File: src/rtl/vga_pixel_out.sv
// vga_pixel_out: VGA timing generator that pulls RGB222 words from upstream and drives the pins
module vga_pixel_out #(
    parameter int H_ACTIVE  = 640,
    parameter int H_FP      = 16,
    parameter int H_SYNC    = 96,
    parameter int H_BP      = 48,
    parameter int V_ACTIVE  = 480,
    parameter int V_FP      = 10,
    parameter int V_SYNC    = 2,
    parameter int V_BP      = 33,
    parameter int HSYNC_POL = 0,
    parameter int VSYNC_POL = 0,
    parameter int PWIDTH    = 6
) (
    input  logic              Clk,
    input  logic              Reset,
    input  logic [PWIDTH-1:0] PixelIn,
    input  logic              PixelEmpty,
    output logic              PixelRead,
    input  logic              UnderflowClr,
    output logic [1:0]        Red,
    output logic [1:0]        Green,
    output logic [1:0]        Blue,
    output logic              HSync,
    output logic              VSync,
    output logic              Active,
    output logic              FrameStart,
    output logic              Underflow
);
    localparam int HTOTAL = H_ACTIVE + H_FP + H_SYNC + H_BP;
    localparam int VTOTAL = V_ACTIVE + V_FP + V_SYNC + V_BP;
    localparam int HW = $clog2(HTOTAL);
    localparam int VW = $clog2(VTOTAL);
    localparam logic [HW-1:0] H_VIS = HW'(H_ACTIVE);
    localparam logic [HW-1:0] H_SS  = HW'(H_ACTIVE + H_FP);
    localparam logic [HW-1:0] H_SE  = HW'(H_ACTIVE + H_FP + H_SYNC - 1);
    localparam logic [HW-1:0] H_MAX = HW'(HTOTAL - 1);
    localparam logic [VW-1:0] V_VIS = VW'(V_ACTIVE);
    localparam logic [VW-1:0] V_SS  = VW'(V_ACTIVE + V_FP);
    localparam logic [VW-1:0] V_SE  = VW'(V_ACTIVE + V_FP + V_SYNC - 1);
    localparam logic [VW-1:0] V_MAX = VW'(VTOTAL - 1);
    localparam logic HP = (HSYNC_POL != 0);
    localparam logic VP = (VSYNC_POL != 0);

    logic [HW-1:0] hcnt_q, hcnt_d;
    logic [VW-1:0] vcnt_q, vcnt_d;
    logic vis1, miss1, hs1, vs1, f1;
    logic vis2_q, miss2_q, hs2_q, vs2_q, f2_q, rd2_q;
    logic [1:0] red_q, green_q, blue_q;
    logic act_q, fs_q, hsync_q, vsync_q, uf_q, uf_d;

    // Stage 1: decode the current raster position; reads are blocked while reset is held
    assign vis1      = (hcnt_q < H_VIS) && (vcnt_q < V_VIS);
    assign miss1     = vis1 && PixelEmpty;
    assign hs1       = (hcnt_q >= H_SS) && (hcnt_q <= H_SE);
    assign vs1       = (vcnt_q >= V_SS) && (vcnt_q <= V_SE);
    assign f1        = (hcnt_q == '0) && (vcnt_q == '0);
    assign PixelRead = vis1 && !PixelEmpty && !Reset;

    assign Red        = red_q;
    assign Green      = green_q;
    assign Blue       = blue_q;
    assign HSync      = hsync_q;
    assign VSync      = vsync_q;
    assign Active     = act_q;
    assign FrameStart = fs_q;
    assign Underflow  = uf_q;

    // Raster counter advance and sticky underflow next state (a new miss beats a clear)
    always_comb begin
        hcnt_d = (hcnt_q == H_MAX) ? '0 : hcnt_q + HW'(1);
        vcnt_d = (hcnt_q != H_MAX) ? vcnt_q : (vcnt_q == V_MAX) ? '0 : vcnt_q + VW'(1);
        uf_d   = miss2_q | (uf_q & ~UnderflowClr);
    end

    // Raster position counters
    always_ff @(posedge Clk or posedge Reset) begin
        if (Reset) begin
            hcnt_q <= '0;
            vcnt_q <= '0;
        end else begin
            hcnt_q <= hcnt_d;
            vcnt_q <= vcnt_d;
        end
    end

    // Stage 2: hold timing flags while the requested word arrives from upstream
    always_ff @(posedge Clk or posedge Reset) begin
        if (Reset) begin
            vis2_q  <= 1'b0;
            miss2_q <= 1'b0;
            hs2_q   <= 1'b0;
            vs2_q   <= 1'b0;
            f2_q    <= 1'b0;
            rd2_q   <= 1'b0;
        end else begin
            vis2_q  <= vis1;
            miss2_q <= miss1;
            hs2_q   <= hs1;
            vs2_q   <= vs1;
            f2_q    <= f1;
            rd2_q   <= PixelRead;
        end
    end

    // Output register: pixel, sync and flags leave together, black when no word was read
    always_ff @(posedge Clk or posedge Reset) begin
        if (Reset) begin
            red_q   <= 2'b0;
            green_q <= 2'b0;
            blue_q  <= 2'b0;
            act_q   <= 1'b0;
            fs_q    <= 1'b0;
            hsync_q <= ~HP;
            vsync_q <= ~VP;
            uf_q    <= 1'b0;
        end else begin
            red_q   <= rd2_q ? PixelIn[5:4] : 2'b0;
            green_q <= rd2_q ? PixelIn[3:2] : 2'b0;
            blue_q  <= rd2_q ? PixelIn[1:0] : 2'b0;
            act_q   <= vis2_q;
            fs_q    <= f2_q;
            hsync_q <= hs2_q ? HP : ~HP;
            vsync_q <= vs2_q ? VP : ~VP;
            uf_q    <= uf_d;
        end
    end
endmodule
File: config.mk
export PLATFORM = sky130hd
export DESIGN_NAME = vga_pixel_out
export DESIGN_NICKNAME = d
export VERILOG_FILES = /design/src/rtl/vga_pixel_out.sv
export SDC_FILE = /design/constraint.sdc
export NUM_CORES = 1
export LEC_CHECK = 0
export CELL_PAD_IN_SITES_DETAIL_PLACEMENT = 1
export CELL_PAD_IN_SITES_GLOBAL_PLACEMENT = 1
export CORE_MARGIN = 4
export CORE_UTILIZATION = 44
export DETAILED_ROUTE_END_ITERATION = 12
export DONT_BUFFER_PORTS = 1
export GPL_ROUTABILITY_DRIVEN = 0
export PLACE_DENSITY = 0.79
export SYNTH_ARGS = -nofsm -noshare
export SYNTH_HDL_FRONTEND = slang
export SYNTH_SLANG_ARGS = --single-unit
File: constraint.sdc
create_clock -name Clk -period 1.7 [get_ports Clk]
set_input_delay 0.17 -clock Clk [delete_from_list [all_inputs] [get_ports Clk]]
set_output_delay 0.17 -clock Clk [all_outputs]
set_load 0.005 [all_outputs]
; ---- After elaboration in Yosys (flattened, before gate mapping)
; Cells that the tools add are included.
[totals]
mem_count = 0
register_bits = 37
rom_bits = 0
output_inout_bits = 12
inputBits = 10
latchBits = 0
ram_bits = 0
[op_classes]
n_bitwise = 3
div_mod_pow = 0
n_mux = 7
n_addsub = 2
n_reduce_logical = 11
eq_ne = 3
magnitude_cmp = 6
multipliers = 0
n_shift = 0
[op_table]
columns = cell, n
row1 = $add 10x1->10 const B, 2
row2 = $eq 10x10->1 const B, 2
row3 = $logic_not 10->1, 2
row4 = $mux 10, 2
row5 = $ge 10x10->1 const B, 1
row6 = $ge 10x9->1 const B, 1
row7 = $le 10x10->1 const B, 1
row8 = $le 10x9->1 const B, 1
row9 = $lt 10x10->1 const B, 1
row10 = $lt 10x9->1 const B, 1
row11 = $ne 10x10->1 const B, 1
row12 = $logic_and 1x1->1, 7
row13 = $mux 2, 3
row14 = $logic_not 1->1, 2
row15 = $mux 1, 2
row16 = $and 1x1->1, 1
row17 = $not 1->1, 1
row18 = $or 1x1->1, 1

; ---- Depth between registers and ports, before layout
[depth]
word_depth = 4
mapped_depth = 6
ltp_nobuf = 6

; ---- Worst setup path before layout
; OpenSTA, ideal clock, no wires.
[synth_path]
path_type = reg-to-reg
start = register hcnt_q[5]
end = register vcnt_q[9]
setup_ns = 0.077
required_time_ns = 1.623
synth_period_minus_slack_ns = 1.703
path_stages_with_launch = 5
arrival_time_ns = 1.625
slack_ns = -0.003
cell_sequence = dfrtp_1 -> nor4b_4 -> nand4_4 -> or4_1 -> a21oi_1
[synth_via]
elab_chain_cells = 1
[synth_rtl]
columns = item, line
row1 = from (decl), 45  ; logic [HW-1:0] hcnt_q, hcnt_d;
row2 = from (signal assigned), 82  ; hcnt_q <= hcnt_d;
row3 = $ne 10x10->1, 72  ; vcnt_d = (hcnt_q != H_MAX) ? vcnt_q : (vcnt_q == V_MAX) ? '0 : vcnt_q + VW'(1);
row4 = to (signal assigned), 83  ; vcnt_q <= vcnt_d;
row5 = to (decl), 46  ; logic [VW-1:0] vcnt_q, vcnt_d;
; No other way between the ends.
; A chain may end at the register's enable or synchronous reset.

; ---- Worst setup path after layout
; Same ends and word-level chain as after synthesis.

==> qor.yml <==
cells_and_area:
  final_cell_mix: "35 x dfrtp_1, 21 x buf_4, 12 x nand3_1"
  fillers: 360
  syn_to_final_growth_pct: 21.3
  n_antenna_cell: 0
  mostFrequentLayoutCell: "dfrtp_1"
  stdcell_count: 215
  drive_above_1_share_pct: 28.4
  fin_nets: 182
setup_path:
  crit_path_cell_trace: "nor4b_4 > nand4_4 > or4_4 > a21oi_2"
  worst_ep_arrival_time_ps: 1890
  cpLargestDelayFamily: "simple AND/OR/NAND/NOR gates"
  worstSetupStartpointType: "flop"
  path_depth: 4
  max_stage_delay_ps: 530
  cp_slowest_cell: "or4_4"
  worstSetupPathType: "reg2reg"
  rr_worst_depth: 4
  required_ps: 1920
  cp_num_buf_inv: 0
  cp-end-kind: "flop"
  crit_fanout: 3
floorplanning:
  rows: 21
  start_util_pct: 46.9
  ios: 22
  die_area_mm2: 0.00470
  die_y_um: 68.6
  die_x_um: 68.6
  core_mm2: 0.00344
yosys:
  ys_top_cells_by_area: "dfrtp_1 54%, nand3_1 3.7%, dfstp_2 3.3%"
  synth.distinct_cells: 37
  ys_ff_latch: 37
  synth_edf_count: 0
  syn_area_per_cell_um2: 11.5
  yosysTopAreaCell: "dfrtp_1"
  synthCells: 140
  async_flop_share_pct: 100
  syn_nets: 154
  syn_area_mm2: 0.00162
  yosysTopAreaCellShare_pct: 54.2
  synth_seq_area_share_pct: 57.5
  yosys_warnings: 0
  synth_ff_type: "dfrtp_1"
grt:
  grt_usage_pct: 17.4
  grt.overflow.total: 0
  grt_start_max_net_pins: 21
  antenna_found_initial: 0
  grt_first_pass_wirelength_um: 5660
  grt_pass1_vias: 1186
clocking:
  cts_root_buf: "clkbuf_8"
  cts_buffer_depth: 2
  cts_tree: "built"
  clk_latency_ps: 290
  cts.sinks: 37
  clk_pin_slew_ps: 70
  htree_num_levels: 2
  cts_buffers: 5
sta:
  maxSlewHeadroom_pct: 75.6
  setup_viol: 0
  hold_viol: 0
  period_needed_ps: 1670
  fin_crit_sh_pct: 98.3
  skew_ps: 11.5
  tightestPinTransition_ps: 363
  fmax_mhz: 598
  slew_violations: 0
  fin_tns_setup_ps: 0
power:
  total_leakage_power_nw: 0.904
  power_density_mw_per_mm2: 777
  peakVddDrop_mv: 0.326
worst_hold_path:
  hp-class: "in2reg"
  min_path_cells: 1
placed_design:
  dp.cells: 195
  portBuffers: 0
  dpl.hpwl_um: 2560
detailed_routing:
  drt-wirelength-per-cell_um: 17.5
  drt-total-wl_um: 3770
  dr.first_iter.drc_count: 47
  firstDrtPassIters: 4
  via_per_inst: 5.36
  drc: 0
  ant_nets: 0
  dr_total_vias: 1153
run_status:
  outcome: "completed"
flow_run:
  cap_violations: 0
[layer usage]
metal / vias up / part of all wire [%] / GRT usage, %
met5: - / 0 / 0
met4: 0 / 2.5 / 10.7
met3: 10 / 6.3 / 6.00
met2: 36 / 49 / 28.5
met1: 566 / 42 / 19.2
li1: 541 / - / -
[layout make-up]
| type | count | area, µm² | share of cell area, % |
|---|---|---|---|
| well taps | 46 | 57.6 | 2.94 |
| multi-input cells | 90 | 659 | 33.7 |
| repair buffers | 25 | 198 | 10.1 |
| flip-flops and latches | 37 | 928 | 47.4 |
| inverters | 9 | 33.8 | 1.72 |
| clock inverters | 2 | 10.0 | 0.511 |
| clock buffers | 6 | 72.6 | 3.70 |
[power breakdown]
part | internal, mW | switching, mW
registers | 0.890 | 0.00573
clock network | 0.284 | 0.304
logic | 0.0154 | 0.0243
[sequential cells by signal (all words and copies together) (netlist names), 2 cells and up]
signal,flops
Blue,2
vcnt_q,10
hcnt_q,10
Green,2
Red,2
[cell usage after synthesis (2+ instances only)]
| cell | count |
|---|---|
| dfrtp_1 | 35 |
| nand3_1 | 12 |
| inv_1 | 9 |
| and2_1 | 7 |
| nand2_1 | 7 |
| nor2_1 | 6 |
| o21ai_0 | 6 |
| nor4_1 | 5 |
| xnor2_1 | 5 |
| xor2_1 | 5 |
| ha_1 | 4 |
| nor3_1 | 4 |
| and3_2 | 3 |
| nand4_1 | 3 |
| a21o_1 | 2 |
| a21oi_1 | 2 |
| and2_2 | 2 |
| and4_2 | 2 |
| dfstp_2 | 2 |
| nor2b_1 | 2 |
[metrics by stage]
| step | power (mW) | instance area (µm²) | worst slack, ps | util, % | hold WS (ps) |
|---|---|---|---|---|---|
| 2_1_floorplan | 0.930 | 1620 | 10.6 | - | 265 |
| 5_1_grt | 1.61 | 1960 | -44.2 | 56.9 | -0.00483 |
| 3_5_place_dp | 0.943 | 1740 | 23.5 | 50.5 | 116 |
| 3_3_place_gp | 0.940 | 1740 | 85.7 | 50.5 | 111 |
| 6_report | 1.52 | 1960 | 28.3 | 56.9 | 29.1 |
| 4_1_cts | 1.54 | 1870 | 4.51 | 54.2 | 6.81 |
[what timing repair did]
action,4_1_cts,5_1_grt
endpoints found under the hold margin,36,2
resized for setup,2,9
setup endpoints to repair,1,6
hold buffers,2,2
pin swaps,0,2
setup buffers,2,6
[kinds of logic after synthesis]
kind of cell             share of synthesized area [%]
adder cells (fa/ha/maj)                           3.10
AND/OR/NAND/NOR                                   23.7
XOR/XNOR                                          5.42
buffers and inverters                             4.18
multiplexers                                      1.32
flip-flops                                        57.5
AO/OA/AOI/OAI                                     4.80
[final timing paths]
| path | startpoint | to | slack, ps |
|---|---|---|---|
| setup / recovery | hcnt_q[5] | vcnt_q[9] | 30 |
| hold / removal | PixelIn[1] | Blue[1] | 30 |
| setup reg to reg | hcnt_q[5] | vcnt_q[9] | 30 |
| hold reg to reg | hs2_q | HSync | 350 |
| max in group asynchronous | Reset | HSync | 960 |
| min in group asynchronous | Reset | vcnt_q[6] | 460 |
No activity file was read; power rests on OpenSTA's default activity.
